$ cat src/rtl/connection_block_gen.sv
// FPGA-style connection block: serially loaded shadow config, committed to an active
// config that steers tracks onto logic-block inputs and z back onto the tracks.
module connection_block_gen #(
   parameter int W = 4,
   parameter int K = 2
) (
   input  logic         clk,
   input  logic         reset,
   input  logic [W-1:0] in,
   input  logic         z,
   output logic [W-1:0] out,
   output logic [K-1:0] I,
   input  logic         cfg_valid,
   input  logic         cfg_bit,
   input  logic         cfg_commit,
   input  logic         cfg_clear,
   output logic         cfg_out,
   output logic         cfg_done,
   output logic         cfg_err
);

   localparam int SW       = $clog2(W);
   localparam int CFG_BITS = K * (SW + 1) + W;
   localparam int CW       = $clog2(CFG_BITS + 1);

   typedef enum logic [1:0] {IDLE, LOAD, COMMIT} state_t;

   state_t              state, state_nx;
   logic [CFG_BITS-1:0] shadow, shadow_nx;
   logic [CFG_BITS-1:0] active, active_nx;
   logic [CW-1:0]       count, count_nx;
   logic                done_nx, err_nx;
   logic [CFG_BITS-1:0] shifted;
   logic [CW-1:0]       count_inc;
   logic                count_full;

   assign shifted    = {shadow[CFG_BITS-2:0], cfg_bit};
   assign count_full = (count == CW'(CFG_BITS));
   assign count_inc  = count_full ? count : count + CW'(1);

   always_comb begin
      state_nx  = state;
      shadow_nx = shadow;
      active_nx = active;
      count_nx  = count;
      done_nx   = 1'b0;
      err_nx    = 1'b0;
      if (cfg_clear) begin
         shadow_nx = '0;
         count_nx  = '0;
         state_nx  = IDLE;
      end else begin
         case (state)
            IDLE: begin
               if (cfg_valid) begin
                  shadow_nx = shifted;
                  count_nx  = count_inc;
                  state_nx  = LOAD;
               end
               // Nothing is loaded yet, so any commit here is premature.
               if (cfg_commit) err_nx = 1'b1;
            end
            LOAD: begin
               if (cfg_commit) begin
                  if (count_full) state_nx = COMMIT;
                  else            err_nx   = 1'b1;
               end else if (cfg_valid) begin
                  shadow_nx = shifted;
                  count_nx  = count_inc;
               end
            end
            COMMIT: begin
               active_nx = shadow;
               done_nx   = 1'b1;
               count_nx  = '0;
               state_nx  = IDLE;
            end
            default: state_nx = IDLE;
         endcase
      end
   end

   always_ff @(posedge clk) begin
      if (reset) begin
         state    <= IDLE;
         shadow   <= '0;
         active   <= '0;
         count    <= '0;
         cfg_done <= 1'b0;
         cfg_err  <= 1'b0;
      end else begin
         state    <= state_nx;
         shadow   <= shadow_nx;
         active   <= active_nx;
         count    <= count_nx;
         cfg_done <= done_nx;
         cfg_err  <= err_nx;
      end
   end

   assign cfg_out = shadow[CFG_BITS-1];

   always_comb begin
      for (int i = 0; i < W; i++) begin
         out[i] = active[i] ? in[i] : z;
      end
   end

   // Input j's field sits above trk_sel: sel in the low SW bits, enable on top.
   always_comb begin
      I = '0;
      for (int j = 0; j < K; j++) begin
         if (active[W + j * (SW + 1) + SW]) I[j] = in[active[W + j * (SW + 1) +: SW]];
      end
   end

endmodule
$ cat config.mk
export PLATFORM = sky130hd
export DESIGN_NAME = connection_block_gen
export DESIGN_NICKNAME = d
export VERILOG_FILES = /design/src/rtl/connection_block_gen.sv
export SDC_FILE = /design/constraint.sdc
export NUM_CORES = 1
export LEC_CHECK = 0
export CAP_MARGIN = 15
export CORE_MARGIN = 3
export CORE_UTILIZATION = 39
export CTS_CLUSTER_SIZE = 30
export DETAILED_ROUTE_END_ITERATION = 10
export GPL_TIMING_DRIVEN = 0
export HOLD_SLACK_MARGIN = 0.1
export PLACE_DENSITY = 0.7
export SYNTH_ARGS = -nofsm -noshare
export SYNTH_HDL_FRONTEND = slang
export SYNTH_SLANG_ARGS = --single-unit
$ cat constraint.sdc
create_clock -name clk -period 1.4 [get_ports clk]
set_input_delay 0.28 -clock clk [delete_from_list [all_inputs] [get_ports clk]]
set_output_delay 0.28 -clock clk [all_outputs]
set_load 0.05 [all_outputs]
==> metrics.txt <==
outcome finished with violations; failing checks negative setup slack; fraction of registers with async set/reset 0%; first-pass GRT wire length 4400 um; final core occ 54.4%; switch share 23.3%; Distinct cells, synth 32; Synth Warn # 0; sequential fraction of the synthesis area 44.8%; WP data arrival 1.46 ns; Pleak 0.555 nW; Comb power frac 11.7%; Setup Viol. Count Final 6; Crit. End Element output pin; largest net degree at the start of global routing 16; detailed placement HPWL 1930 um; Area Growth Syn to Fin 26.2%; WL/cell 12.3 um; placed cell count 204; RSZ-0062 raised after global routing true; PwrDens 851 nW/um2; Clock Latency Late Sink 0.32 ns; grt ovf 0; Slew Limit Fails 0; Hold-fix buffers, CTS 0; Int Power 1.03 mW; area leader, netlist dfxtp_1; Synth Instances 144; I/O pin count 20; worst-margin pin slew 0.412 ns; layout cells sized above 1 24.1%; H-tree level count 1; fin nets 180; detailed router's first-iteration violation count 48; DRT antenna net count 0; clk slew on worst S/H paths 0.14 ns; pre-CTS setup slack -0.962 ns; Switch Pwr 0.313 mW; All-Layer GR Usage 13.6%; Crit path required time 1.12 ns; EDFF count, synth 0; Post-synth top cells dfxtp_1 (28), a21oi_1 (24), o21ai_0 (19); Syn Area/Cell 8.68 um2; Flop pwr share 60.1%; number of cell rows 19; CTS Buffer Depth 2; global placer's final weighted congestion 0.722; period utilisation layout 125%; Die W 62.6 um; Total Wirelength 2560 um; DRC viols 0; count of endpoints failing hold in the final timing report 0; diodes inserted 0; Clock Skew 0.00107 ns; #FFs+latches synth 28; clock sinks 28; CTS Buf Count 3; final critical-path required period 1.74 ns; Max-Slew Margin vs Limit 72.5%; Max Cap Violations 0; IO buf count 18; worst-path fanout max 2; Core Area 2900 um2; post-synth top area share 44.8%; initial antenna violation count 0; Post-Layout Cell Count 208; CTS Root Cell clkbuf_4; Max Fclk 0.573 GHz; Setup WS post-layout -0.345 ns; Via-to-Cell Ratio 5.09; count leader, synth dfxtp_1; synth top area cells dfxtp_1 (45%), a21oi_1 (9.6%), o21ai_0 (7.6%); synthesized area 1250 um2; Clk pwr share 28.2%; Hold WC Path Type in2reg; DR pass1 iterations 4; peak supply drop 0.000365 V; Die Area 3920 um2; CTS tree yes; CP Class reg2out; Initial Util 43.1%; crit start category register; Top FF cell, synth dfxtp_1; syn_nets 157; Die H 62.6 um; vias in the first global route 994; fillcell total 278; Vias 1059; Fin Hold WS 0.288 ns
critical path, cell delays in order, from the launching register on:
cell and delay, ns:
dfxtp_2 0.37, mux4_2 0.49, and2_4 0.15, buf_8 0.14
flip-flops by register name, indices dropped and copies added, names as in the netlist:
signal    cells
state         2
count         4
active       10
cfg_done      1
shadow       10
cfg_err       1
cells in the final DEF, fill, tap and decap left out, types with 3 or more instances in the layout:
cell | netlist | routed
a21oi_1 | 24 | 24
buf_2 | 2 | 3
buf_8 | 0 | 6
clkbuf_1 | 5 | 4
clkbuf_2 | 2 | 3
clkbuf_4 | 0 | 3
clkdlybuf4s50_1 | 0 | 4
dfxtp_1 | 28 | 21
dfxtp_2 | 0 | 7
dlygate4sd2_1 | 0 | 4
mux2_4 | 0 | 4
nand2_1 | 13 | 13
nand3_1 | 12 | 12
nand3b_1 | 3 | 3
nor3_1 | 3 | 3
o21ai_0 | 19 | 19
metrics by stage:
step	power [mW]	setup TNS (ns)	instance area, um2
CTS	1.36	-0.810	1580
finish	1.34	-0.730	1580
floorplan	0.912	0	1250
detailed placement	0.972	-8.74	1490
global route	1.40	-1.03	1580
global placement	0.969	-8.02	1490
final timing paths:
check | slack, ns | depth (start not counted) | from | endpoint
worst min-delay path | 0.29 | 3 | cfg_valid | count[2]
worst max register to register | 0.13 | 5 | count[0] | count[0]
worst min register to register | 0.48 | 2 | shadow[3] | active[3]
worst max-delay path | -0.34 | 3 | active[4] | I[0]
what timing repair did:
action	in CTS	in global routing
gates cloned	0	0
pin swaps	2	0
setup buffers	0	0
resized for setup	73	7
endpoints found under the setup margin	9	9
power groups by stage:
stage	sequential, mW	clock [mW]	combinational (mW)
after global placement	0.824	0	0.145
after global routing	0.808	0.423	0.171
after detailed placement	0.824	0	0.148
after CTS	0.807	0.392	0.157
after floorplan	0.828	0	0.0844
final	0.807	0.378	0.158
layer usage:
metal  wire length, um  global-route usage, %
met1              1270                   17.4
met2              1160                   21.7
met3               101                   3.78
met4                30                   4.96
met5                 0                      0
layout make-up:
| class | instances | area, um2 | share of cell area, % |
|---|---|---|---|
| clock buffers | 4 | 36.3 | 2.30 |
| flip-flops and latches | 28 | 569 | 36.1 |
| well taps | 42 | 52.6 | 3.33 |
| multi-input cells | 104 | 659 | 41.8 |
| plain buffers | 10 | 47.5 | 3.01 |
| repair buffers | 18 | 205 | 13.0 |
| inverters | 2 | 7.51 | 0.476 |
cells by family (layout without fill, tap and decap cells):
family / after synthesis / count (layout) / synth area share, %
AO/OA/AOI/OAI: 49 / 49 / 20.4
AND/OR/NAND/NOR: 46 / 46 / 20.4
flip-flops: 28 / 28 / 44.8
buffers and inverters: 12 / 34 / 4.30
multiplexers: 7 / 7 / 8.01
adder cells (fa/ha/maj): 2 / 2 / 2.00
No activity file was read; power rests on OpenSTA's default activity.
